--- src/rtl/switch_word_entry_pkg.sv ---
// Shared constants for the operator word-entry path: FSM encodings,
// nibble geometry and the default debounce interval.
package switch_word_entry_pkg;

  localparam logic ST_ENTRY = 1'b0;
  localparam logic ST_HOLD  = 1'b1;

  localparam int NIBBLE_W         = 4;
  localparam int DEFAULT_DEBOUNCE = 50000;

  function automatic int nibbles_of(input int word_width);
    return word_width / NIBBLE_W;
  endfunction

endpackage

--- src/rtl/switch_word_entry_key_debouncer.sv ---
// One pushbutton channel: 2-flop synchroniser, stable-level debouncer and a
// one-cycle press pulse on each debounced release-to-press transition.
module key_debouncer #(
  parameter int DEBOUNCE_CYCLES = 50000
) (
  input  logic clk,
  input  logic rst,
  input  logic key_n_i,
  output logic press_o
);

  localparam int              CNT_W   = (DEBOUNCE_CYCLES > 1) ? $clog2(DEBOUNCE_CYCLES) : 1;
  localparam logic [CNT_W-1:0] CNT_MAX = CNT_W'(DEBOUNCE_CYCLES - 1);

  logic             sync1_q, sync2_q;
  logic             clean_q, clean_d;
  logic             armed_q, armed_d;
  logic             press_q, press_d;
  logic [CNT_W-1:0] cnt_q, cnt_d;

  // armed_q blocks presses until the key has been seen released and stable
  // after reset, so a key held through reset never produces a pulse.
  always_comb begin
    // NOTE: every always_comb output gets a default first so no path leaves it unassigned (no latch).
    cnt_d   = cnt_q;
    clean_d = clean_q;
    armed_d = armed_q;
    press_d = 1'b0;
    if (sync2_q != clean_q) begin
      if (cnt_q == CNT_MAX) begin
        clean_d = sync2_q;
        cnt_d   = '0;
        press_d = armed_q & ~sync2_q;
        if (sync2_q) armed_d = 1'b1;
      end else begin
        cnt_d = cnt_q + CNT_W'(1);
      end
    end else if (!armed_q && sync2_q) begin
      if (cnt_q == CNT_MAX) begin
        armed_d = 1'b1;
        cnt_d   = '0;
      end else begin
        cnt_d = cnt_q + CNT_W'(1);
      end
    end else begin
      cnt_d = '0;
    end
  end

  // NOTE: sequential state uses non-blocking assignments only; reset values model a released key.
  always_ff @(posedge clk or posedge rst) begin
    if (rst) begin
      sync1_q <= 1'b1;
      sync2_q <= 1'b1;
      clean_q <= 1'b1;
      armed_q <= 1'b0;
      press_q <= 1'b0;
      cnt_q   <= '0;
    end else begin
      sync1_q <= key_n_i;
      sync2_q <= sync1_q;
      clean_q <= clean_d;
      armed_q <= armed_d;
      press_q <= press_d;
      cnt_q   <= cnt_d;
    end
  end

  assign press_o = press_q;

endmodule

--- src/rtl/switch_word_entry.sv ---
// Operator input path: debounced ENTER/CLEAR keys assemble a word from switch
// nibbles (MSB first) and hand it to the CPU over a valid/ready handshake.
module switch_word_entry
  import switch_word_entry_pkg::*;
#(
  parameter int DEBOUNCE_CYCLES = DEFAULT_DEBOUNCE,
  parameter int WORD_WIDTH      = 16
) (
  input  logic                  clk,
  input  logic                  rst,
  input  logic [NIBBLE_W-1:0]   sw_nibble,
  input  logic                  key_n_enter,
  input  logic                  key_n_clear,
  output logic [WORD_WIDTH-1:0] word_out,
  output logic                  word_valid,
  input  logic                  word_ready,
  output logic [WORD_WIDTH-1:0] entry_value,
  output logic [2:0]            nibble_count
);

  localparam int NIBBLES = nibbles_of(WORD_WIDTH);

  logic                  enter_pulse, clear_pulse;
  logic [NIBBLE_W-1:0]   sw_s1_q, sw_s2_q;
  logic                  state_q, state_d;
  logic [WORD_WIDTH-1:0] entry_q, entry_d;
  logic [WORD_WIDTH-1:0] word_q, word_d;
  logic                  valid_q, valid_d;
  logic [2:0]            count_q, count_d;
  logic [WORD_WIDTH-1:0] entry_shift;

  key_debouncer #(.DEBOUNCE_CYCLES(DEBOUNCE_CYCLES)) u_enter (
    .clk     (clk),
    .rst     (rst),
    .key_n_i (key_n_enter),
    .press_o (enter_pulse)
  );

  key_debouncer #(.DEBOUNCE_CYCLES(DEBOUNCE_CYCLES)) u_clear (
    .clk     (clk),
    .rst     (rst),
    .key_n_i (key_n_clear),
    .press_o (clear_pulse)
  );

  assign entry_shift = {entry_q[WORD_WIDTH-NIBBLE_W-1:0], sw_s2_q};

  always_comb begin
    state_d = state_q;
    entry_d = entry_q;
    word_d  = word_q;
    valid_d = valid_q;
    count_d = count_q;
    case (state_q)
      ST_ENTRY: begin
        if (clear_pulse) begin
          entry_d = '0;
          count_d = '0;
        end else if (enter_pulse) begin
          entry_d = entry_shift;
          count_d = count_q + 3'd1;
          if (count_q == 3'(NIBBLES - 1)) begin
            word_d  = entry_shift;
            valid_d = 1'b1;
            state_d = ST_HOLD;
          end
        end
      end
      default: begin
        // Keys are ignored here; only the transfer leaves HOLD.
        if (word_ready) begin
          valid_d = 1'b0;
          entry_d = '0;
          count_d = '0;
          state_d = ST_ENTRY;
        end
      end
    endcase
  end

  always_ff @(posedge clk or posedge rst) begin
    if (rst) begin
      sw_s1_q <= '0;
      sw_s2_q <= '0;
      state_q <= ST_ENTRY;
      entry_q <= '0;
      word_q  <= '0;
      valid_q <= 1'b0;
      count_q <= '0;
    end else begin
      sw_s1_q <= sw_nibble;
      sw_s2_q <= sw_s1_q;
      state_q <= state_d;
      entry_q <= entry_d;
      word_q  <= word_d;
      valid_q <= valid_d;
      count_q <= count_d;
    end
  end

  assign word_out     = word_q;
  assign word_valid   = valid_q;
  assign entry_value  = entry_q;
  assign nibble_count = count_q;

endmodule

--- config.mk ---
export PLATFORM = sky130hd
export DESIGN_NAME = switch_word_entry
export DESIGN_NICKNAME = d
export VERILOG_FILES = /design/src/rtl/switch_word_entry_pkg.sv /design/src/rtl/switch_word_entry_key_debouncer.sv /design/src/rtl/switch_word_entry.sv
export SDC_FILE = /design/constraint.sdc
export NUM_CORES = 1
export LEC_CHECK = 0
export ABC_CLOCK_PERIOD_IN_PS = 2200
export CAP_MARGIN = 20
export CORE_ASPECT_RATIO = 1.25
export CORE_MARGIN = 2
export CORE_UTILIZATION = 52
export CTS_CLUSTER_DIAMETER = 40
export DETAILED_ROUTE_END_ITERATION = 16
export DONT_BUFFER_PORTS = 1
export HOLD_SLACK_MARGIN = 0.1
export PLACE_DENSITY = 0.75
export REMOVE_ABC_BUFFERS = 1
export SYNTH_ARGS = -nofsm -noshare
export SYNTH_HDL_FRONTEND = slang
export SYNTH_HIERARCHICAL = 1
export SYNTH_SLANG_ARGS = --single-unit
export TNS_END_PERCENT = 50
--- constraint.sdc ---
create_clock -name clk -period 2.2 [get_ports clk]
set_input_delay 0.44 -clock clk [delete_from_list [all_inputs] [get_ports clk]]
set_output_delay 0.44 -clock clk [all_outputs]
set_load 0.05 [all_outputs]
==> metrics <==
Placed Instances 385; WP data arrival just under 2 ns; DR iter-0 viols 85; Skew-Pair Late Insertion Delay 0.36 ns; worst clock skew 0.0104 ns; endpoint type of the worst setup path register; CTS max path bufs 2; post_cts resized 0; largest family of logic cells by synthesized area simple AND/OR/NAND/NOR gates; hpwl dp 4720 um; first-pass GRT wire length about 11,000 um; CTS tree done; post-route ant nets 0; Tcrit/Tclk final 0.791; IO Pins 45; Final Non-Filler Cells 408; Overflow after GRT 0; # rows 35; GP Congestion 0.773; Post-CTS Setup Bufs 0; post-DR wirelength/cell 16.6 um; Final Hold Fails 0; pin count of the biggest net entering global routing 28; Cell variety after synth 39; vias in the first global route 2,360; Syn. warnings 6; maximum vdd drop between 0.0005 and 0.0006 V; Final Setup Violations 0; adder-cell share of the synthesized area 0.0129; IO buf count 0; outcome completed; Worst-path clk slew 0.09 ns; Synth Area in Simple Gates 0.199; Setup CP Type register to register; EDFF count, synth 0; Max Cap Viol 0; Initial Utilization 0.532; Top FF cell, synth dfrtp_1; nets between 300 and 400; Die Y 100 um; Worst EP required 2.44 ns; Tmin final about 1.7 ns; RSZ-0062 raised after global routing no; FFs w/ async S/R, synth 1.00; FF+latch count, synth 87; xor and xnor area share after synthesis 0.0635; WL final 6770 um; post-synthesis mux area share 0.0677; drt via density 5.52; synthesized area per cell 13.1 um2; Worst Setup Start Kind register; Hold WC Path Type input port to async pin; overall global routing resource usage 0.179; CP max FO 16; share of cells above drive strength 1 0.313; cts-stage hold buffer count 7; Least-Margin Pin Slew about 0.8 ns; Die Wd 81.1 um; Rel. slew slack 0.463; Synth Area in Compound Gates 0.0547; clock root cell clkbuf_8; post-synthesis sequential area ratio 0.565; FMAX about 570 MHz; power per cell area 691 nW/um2; Max Slew Vio Count 0; CTS Buf Count 9; initial antenna violation count 0; TritonCTS Sinks 87; area growth from synthesis to layout 8.90%; die area roughly 8000 um2; # DRC 0; Leakage 0.00185 uW; antenna cell count 0; Mapped Cells 296; setup TNS 0 ns; Cell Area, Synth 3860 um2; CORE AREA 7270 um2; total design power 2910 uW; via count 2,254; Clock H-tree levels 3; router iterations before antenna repair 4
[path summary, 6_finish.rpt]
kind,start,end,slack [ns],cells after the start
max,u_enter/press_o,word_out[8],0.46,3
min,rst,u_enter/press_o,0.1,1
min in group clk,word_ready,entry_value[1],0.16,1
max in group asynchronous,rst,sw_s1_q[1],1.14,3
min reg2reg,sw_s1_q[1],sw_s2_q[1],0.35,0
max reg2reg,u_enter/press_o,word_out[8],0.46,3
[flip-flops by register name (all words and copies together), names as in the netlist, 3 cells and up]
signal and flops:
entry_value 16, nibble_count 3, sw_s1_q 4, sw_s2_q 4, u_clear/cnt_q 16, u_enter/cnt_q 16, word_out 16
[synthesized netlist by cell type, types with 2 or more instances]
cell / instances / area (um2)
dfrtp_1: 81 / 2030
nor3_1: 8 / 40.0
mux2_4: 8 / 120
mux2_2: 9 / 101
nand3_2: 4 / 40.0
nor4bb_1: 2 / 20.0
a22o_1: 13 / 114
nand2_1: 15 / 56.3
xor2_1: 2 / 17.5
nor2_1: 16 / 60.1
nor2_2: 20 / 125
inv_1: 15 / 56.3
nand4_1: 2 / 12.5
and4bb_2: 2 / 25.0
xnor2_1: 26 / 228
o22ai_1: 5 / 31.3
buf_6: 3 / 33.8
nand4b_2: 2 / 30.0
o21ai_0: 5 / 25.0
buf_12: 2 / 40.0
nand4_2: 4 / 50.1
buf_2: 2 / 10.0
nand2_2: 2 / 12.5
nor4b_2: 2 / 30.0
nand3_1: 8 / 40.0
o21bai_1: 2 / 15.0
nand2b_4: 2 / 27.5
dfstp_2: 6 / 158
nor4_2: 12 / 150
mux2i_1: 4 / 40.0
ha_1: 4 / 50.1
[critical path: stages, from the launching register on]
cell	delay [ns]
dfrtp_1	0.58
nor3b_4	0.45
nand2_4	0.24
mux2_4	0.36
[cells in the final DEF (no fill, tap or decap), types with 5 or more instances in the layout]
cell / count
a22o_1: 13
clkbuf_8: 9
dfrtp_1: 81
dfstp_2: 6
dlygate4sd3_1: 7
inv_1: 14
mux2_2: 9
mux2_4: 8
nand2_1: 15
nand3_1: 8
nor2_1: 16
nor2_2: 20
nor3_1: 8
nor4_2: 12
o21ai_0: 5
o22ai_1: 5
xnor2_1: 26
[power by group]
| part | internal, uW | switching, uW | total [uW] |
|---|---|---|---|
| sequential | 1630 | 66.4 | 1700 |
| combinational | 39.1 | 71.5 | 111 |
| clock | 533 | 567 | 1100 |
| total | 2200 | 704 | 2910 |
[metal layers]
layer,share of wire,GRT usage,wire length (um)
met1,0.41,0.215,2790
met2,0.52,0.303,3490
met3,0.055,0.0504,370
met4,0.017,0.0704,114
met5,0,0,0
[cells by family after synthesis]
group / after synthesis
AOI/OAI and AO/OA: 27
DFF: 87
and+or+nand+nor: 106
adders and majority gates: 4
buffers and inverters: 23
xor gates and xnor gates: 28
muxes: 21
[area by class of cell]
class / count / area (um2)
inverter: 15 / 56.3
fill: 587 / 3060
clock buffer: 10 / 128
timing repair buffer: 12 / 120
sequential: 87 / 2180
multi-input combinational: 186 / 1540
tap: 92 / 115
clock inverter: 6 / 68.8
[per-stage QoR]
step	hold slack [ns]	setup WS, ns	util	area, um2
floorplan	0.331	0.474	-	3780
global placement	0.332	0.552	0.542	3940
detailed placement	0.337	0.492	0.542	3940
CTS	0.133	0.471	0.579	4210
global route	0.153	0.378	0.579	4210
finish	0.0969	0.460	0.579	4210
Power figures use the tool's default switching activity.
==> variant 1 (config.mk and constraints unchanged) <==
The package constant `NIBBLE_W` goes from 4 to 6.
--- a/src/rtl/switch_word_entry_pkg.sv
+++ b/src/rtl/switch_word_entry_pkg.sv
@@ -7,3 +7,3 @@
 
-  localparam int NIBBLE_W         = 4;
+  localparam int NIBBLE_W         = 6;
   localparam int DEFAULT_DEBOUNCE = 50000;
Interface: changed (resized sw_nibble); port bits go from 45 to 47. No check against the original RTL was run, so the function may have changed too.
==> variant 1 against the unedited design <==
Clock skew increased by 0.00059 ns. Wire length decreased by 5.2%. Highest routed layer unchanged. Count of clock-buffer cells in the layout is the same. Critical path type unchanged. Sequential cell count is 4 higher. Critical endpoint is now u_clear/cnt_q[3]. Global-route usage is 0.22 points lower. Final area increased by 1.4%. Worst setup slack improved by 0.045 ns. Largest power group unchanged. Area after synthesis grew 0.65%. Power is 1.1% lower.
==> variant 1: results (changes against the unedited design) <==
run_status:
  status: "complete, no violations"  # unchanged
detailed_routing:
  routed_wl_mm: 6.42  # was 6.77 mm
  initialDrtViolationCount: 150  # was 85
  first_pass_iters: 4  # unchanged
  via_per_inst: 5.50  # was 5.52
cts:
  root_buffer: "clkbuf_8"  # unchanged
  clk_pin_slew_worst_paths_ns: 0.10
  cts_resized: 0  # unchanged
  clk_latency_ns: 0.36  # about the same
  cts_setup_buffers: 0  # unchanged
  htree_levels: 3  # unchanged
  cts_made_buffers: 9  # unchanged
  clockBufferDepth: 2  # unchanged
yosys:
  synth_cell_types: 35  # was 39
  ys_warn_count: 6  # unchanged
  ys_async_sr_fraction_pct: 100  # unchanged
  synth_area_leaders: "dfrtp_1, xnor2_1, dfstp_2"  # unchanged
  synthTopCellsByCount: "dfrtp_1, xnor2_1, nor2_2, a22o_1"  # was dfrtp_1, xnor2_1, nor2_2, nor2_1
  seq_area_frac_synth_pct: 58.7  # was 56.5%
critical_path:
  r2r_cells: 5  # was 3
  worstPathMaxFanout: 15  # was 16
  r2r_setup_slack_ns: 0.51  # was 0.46 ns
  worstPathArrival_ns: 1.94  # was 1.98 ns
  rr_startpoint: "u_clear/cnt_q[0]"  # was u_enter/press_o
  rr_endpoint: "u_clear/cnt_q[3]"  # was word_out[8]
layout:
  final_nets: 326  # was 324
  num_antenna_cells: 0  # unchanged
  drive_above_1_share_pct: 31.3  # unchanged
grt:
  grt_max_degree: 30  # was 28
  grt_util_all_layers_pct: 17.7  # was 17.9%
  grt_antenna_before_repair: 0  # unchanged
  grt_pass1_vias: 2387  # was 2360
  grt_pass1_wl_mm: 11.1  # was 11.2 mm
power:
  ir_drop_uv: 374  # was 582 uV
  p_leak_nw: 1.89  # was 1.85 nW
place:
  dpl.hpwl_mm: 4.43  # was 4.72 mm
  gp_congestion: 0.788  # was 0.773
  post-place-ws_ns: 0.520  # was 0.492 ns
  io_buffers: 0  # unchanged
hold_path:
  hp-class: "in -> async"  # unchanged
timing:
  relSlewSlack_pct: 48.6  # was 46.3%
  skew_ns: 0.0110  # was 0.0104 ns
## variant 1: metrics by stage
| stage | hold WS (ns) | power (mW) | cells | cell area, um2 | util [%] |
|---|---|---|---|---|---|
| after floorplan | 0.331 | 1.82 | 284 | 3830 | - |
| after global placement | 0.334 | 1.85 | 383 | 4000 | 54.7 |
| after detailed placement | 0.337 | 1.85 | 383 | 4000 | 54.7 |
| after CTS | 0.116 | 2.92 | 408 | 4270 | 58.4 |
| after global routing | 0.149 | 3.01 | 408 | 4270 | 58.4 |
| final | 0.0978 | 2.88 | 408 | 4270 | 58.4 |
## variant 1: logic make-up (layout without fill, tap and decap cells)
logic type | after synthesis | count (layout) | synth area share (%)
AND/OR/NAND/NOR | 102 | 102 | 19.4
XOR/XNOR | 29 | 29 | 6.53
buffers and inverters | 21 | 48 | 3.09
adder cells (fa/ha/maj) | 4 | 4 | 1.29
AO/OA/AOI/OAI | 25 | 25 | 5.27
flip-flops | 91 | 91 | 58.7
multiplexers | 17 | 17 | 5.69
## variant 1: metal layers
metal,up-vias,track usage [%],routed length [um]
li1,1049,-,-
met1,1117,22.0,2710
met2,72,28.3,3140
met3,7,5.29,464
met4,0,8.08,97
met5,-,0,0
## variant 1: worst max path at each step
stage | startpoint | endpoint | slack (ns) | cells after the start
floorplan | state_q | word_out[0] | 0.44 | 3
global route | u_clear/cnt_q[0] | u_clear/cnt_q[15] | 0.37 | 5
detailed placement | u_clear/cnt_q[0] | u_clear/cnt_q[3] | 0.52 | 5
finish | u_clear/cnt_q[0] | u_clear/cnt_q[3] | 0.51 | 5
global placement | u_enter/cnt_q[0] | u_enter/cnt_q[15] | 0.62 | 5
CTS | u_clear/cnt_q[0] | u_clear/cnt_q[3] | 0.50 | 5
## variant 1: critical path, stage by stage (launching register included)
cell,delay [ns]
dfrtp_1,0.43
ha_1,0.24
nand3_2,0.19
nand4b_2,0.35
nand2b_4,0.28
nor2_1,0.09
## variant 1: power breakdown
| group | internal, mW | switching [mW] |
|---|---|---|
| clock network | 0.433 | 0.613 |
| logic | 0.0335 | 0.0683 |
| registers | 1.70 | 0.0253 |
## variant 1: area by class of cell
type,instances,area (um2)
clock inverters,6,52.6
fillers,562,3050
well taps,92,115
flip-flops and latches,91,2280
repair buffers,16,143
multi-input cells,177,1490
clock buffers,10,128
inverters,16,60.1
## variant 1: what timing repair did
action                                  in CTS  in global routing
endpoints found under the setup margin       0                  0
hold endpoints to repair                    35                  0
hold buffers                                 9                  0
==> variant 2 (config.mk and constraints unchanged) <==
Made on the original files. Add an input register stage for `sw_nibble`, `key_n_enter` and `key_n_clear`; this delays them by one clock. The other inputs are not delayed to match.
--- a/src/rtl/switch_word_entry.sv
+++ b/src/rtl/switch_word_entry.sv
@@ -22,2 +22,12 @@
 
+  logic [NIBBLE_W-1:0] sw_nibble_q;
+  logic key_n_enter_q;
+  logic key_n_clear_q;
+
+  always_ff @(posedge clk) begin
+    sw_nibble_q   <= sw_nibble;
+    key_n_enter_q <= key_n_enter;
+    key_n_clear_q <= key_n_clear;
+  end
+
   logic                  enter_pulse, clear_pulse;
@@ -34,3 +44,3 @@
     .rst     (rst),
-    .key_n_i (key_n_enter),
+    .key_n_i (key_n_enter_q),
     .press_o (enter_pulse)
@@ -41,3 +51,3 @@
     .rst     (rst),
-    .key_n_i (key_n_clear),
+    .key_n_i (key_n_clear_q),
     .press_o (clear_pulse)
@@ -90,3 +100,3 @@
     end else begin
-      sw_s1_q <= sw_nibble;
+      sw_s1_q <= sw_nibble_q;
       sw_s2_q <= sw_s1_q;
Check against the original RTL: same outputs for any inputs over 10 cycles, from zero or initial values and one cycle with rst high; that may be too few to reach the edited logic, so the function may still have changed.
==> variant 2 against the unedited design <==
Utilization is 0.87 points higher. Worst setup slack improved by 0.014 ns. Final area rose by 3.3%. Wire length down 5.5%. Sequential cell count grew 6. Count of clock-buffer cells in the layout stayed put. Area after synthesis increased by 3.6%. Sequential share of layout area is 1.1 points higher. Sequential power grew 8%. Clock power grew 5%. Hold slack improved by 0.0088 ns. Power grew 7.0%. Largest power group unchanged. Highest routed layer unchanged.
==> variant 2: results (changes against the unedited design) <==
run_status:
  status: "complete, no violations"  # unchanged
detailed_routing:
  first_pass_iters: 4  # unchanged
  initialDrtViolationCount: 127  # was 85
  post_drt_wl_per_cell_um: 15.2  # was 16.6 um
  vias: 2312  # was 2254
timing:
  relSlewSlack_pct: 48.9  # was 46.3%
  skew_ns: 0.0158  # was 0.0104 ns
cts:
  clockBufferDepth: 2  # unchanged
  cts_made_buffers: 9  # unchanged
  htree_levels: 3  # unchanged
  cts_resized: 0  # unchanged
  root_buffer: "clkbuf_8"  # unchanged
  clk_latency_ns: 0.36  # about the same
  hold_buffers: 7  # unchanged
  clk_pin_slew_worst_paths_ns: 0.09  # about the same
  cts_setup_buffers: 0  # unchanged
grt:
  grtUsageMet1_pct: 20.7  # was 21.5%
  use_met2_pct: 28.9  # was 30.3%
  overflow: 0  # unchanged
  grt_antenna_before_repair: 0  # unchanged
  gr-usage-met3_pct: 5.48  # was 5.04%
  grt_pass1_wl_mm: 11.2  # about the same
  grt_pass1_vias: 2429  # was 2360
  grt_util_all_layers_pct: 17.5  # was 17.9%
  grt_max_degree: 24  # was 28
place:
  gp_congestion: 0.827  # was 0.773
  io_buffers: 0  # unchanged
  post_dp_cell_area_um2: 4080  # was 3940 um2
  post-place-ws_ns: 0.480  # was 0.492 ns
  dpl.hpwl_mm: 4.60  # was 4.72 mm
  dp.cells: 397  # was 385
yosys:
  ys_async_sr_fraction_pct: 93.5  # was 100%
  syn_area_per_cell_um2: 13.0  # was 13.1 um2
  synth_area_leaders: "dfrtp_1, xnor2_1, dfstp_2"  # unchanged
  synthTopCellsByCount: "dfrtp_1, xnor2_1, nor2_2, nand2_1, nor2_1"  # was dfrtp_1, xnor2_1, nor2_2, nor2_1
  synth_cell_types: 42  # was 39
  ys_warn_count: 6  # unchanged
  seq_area_frac_synth_pct: 57.6  # was 56.5%
  synth_top_area_share_pct: 50.6  # was 52.4%
power:
  p_leak_nw: 1.89  # was 1.85 nW
  ir_drop_uv: 457  # was 582 uV
critical_path:
  worstPathArrival_ns: 1.96  # was 1.98 ns
  worstPathMaxFanout: 10  # was 16
hold_path:
  hp-class: "in -> async"  # unchanged
layout:
  final_nets: 336  # was 324
  drive_above_1_share_pct: 30.5  # was 31.3%
  fin_cells: 420  # was 408
  fillers: 578  # was 587
  num_antenna_cells: 0  # unchanged
variant 2: cell types whose count changed in the layout (fill, tap and decap cells not counted), moves of 2 or more:
cell     delta
inv_6       +2
mux2i_1     +2
a22o_1      -2
dfxtp_1     +6
nand2_1     +2
o22ai_1     +2
buf_4       +3
variant 2: final cells by class:
type                       instances  area, um2  area share [%]
inverter                          15       56.3            1.29
sequential                        93       2300            53.0
multi-input combinational        190       1550            35.6
timing repair buffer              14        123            2.82
clock buffer                      10        128            2.93
clock inverter                     6       76.3            1.75
tap                               92        115            2.65
variant 2: metal layers:
metal  vias to the layer above  share of wire (%)
li1                       1100                  -
met1                      1152                 43
met2                        56                 50
met3                         4                5.9
met4                         0                1.1
met5                         -                  0
variant 2: path summary, 6_finish.rpt:
path                          startpoint  slack, ns           endpoint  cells past startpoint
max reg2reg                      state_q       0.47        word_out[2]                      3
min in group clk              word_ready       0.15     entry_value[4]                      1
max in group asynchronous            rst       1.10    entry_value[13]                      3
min                                  rst       0.11  u_clear/cnt_q[11]                      1
max                              state_q       0.47        word_out[2]                      3
min reg2reg                key_n_clear_q       0.30    u_clear/sync1_q                      0
variant 2: cells by family (layout without fill, tap and decap cells):
logic type | count (synthesis) | after routing | synth area share (%)
compound gates | 27 | 27 | 4.97
xor+xnor | 28 | 28 | 6.13
fa+ha+maj | 4 | 4 | 1.25
buf+inv | 25 | 45 | 3.78
flops | 93 | 93 | 57.6
mux | 23 | 23 | 7.03
simple gates | 108 | 108 | 19.3
variant 2: stage by stage:
| step | utilization, % | hold slack [ns] |
|---|---|---|
| after floorplan | - | 0.284 |
| after global placement | 55.1 | 0.285 |
| after detailed placement | 55.1 | 0.287 |
| after CTS | 58.8 | 0.113 |
| after global routing | 58.8 | 0.133 |
| final | 58.8 | 0.106 |
variant 2: where the power goes:
part           total [mW]  internal (mW)  switching (mW)
clock network        1.16          0.551           0.613
registers            1.84           1.75          0.0867
logic               0.113         0.0409          0.0722
variant 2: critical path, cell delays in order (launching register included):
cell,delay [ns]
dfrtp_1,0.51
nor3b_4,0.40
and2_1,0.34
mux2_2,0.37
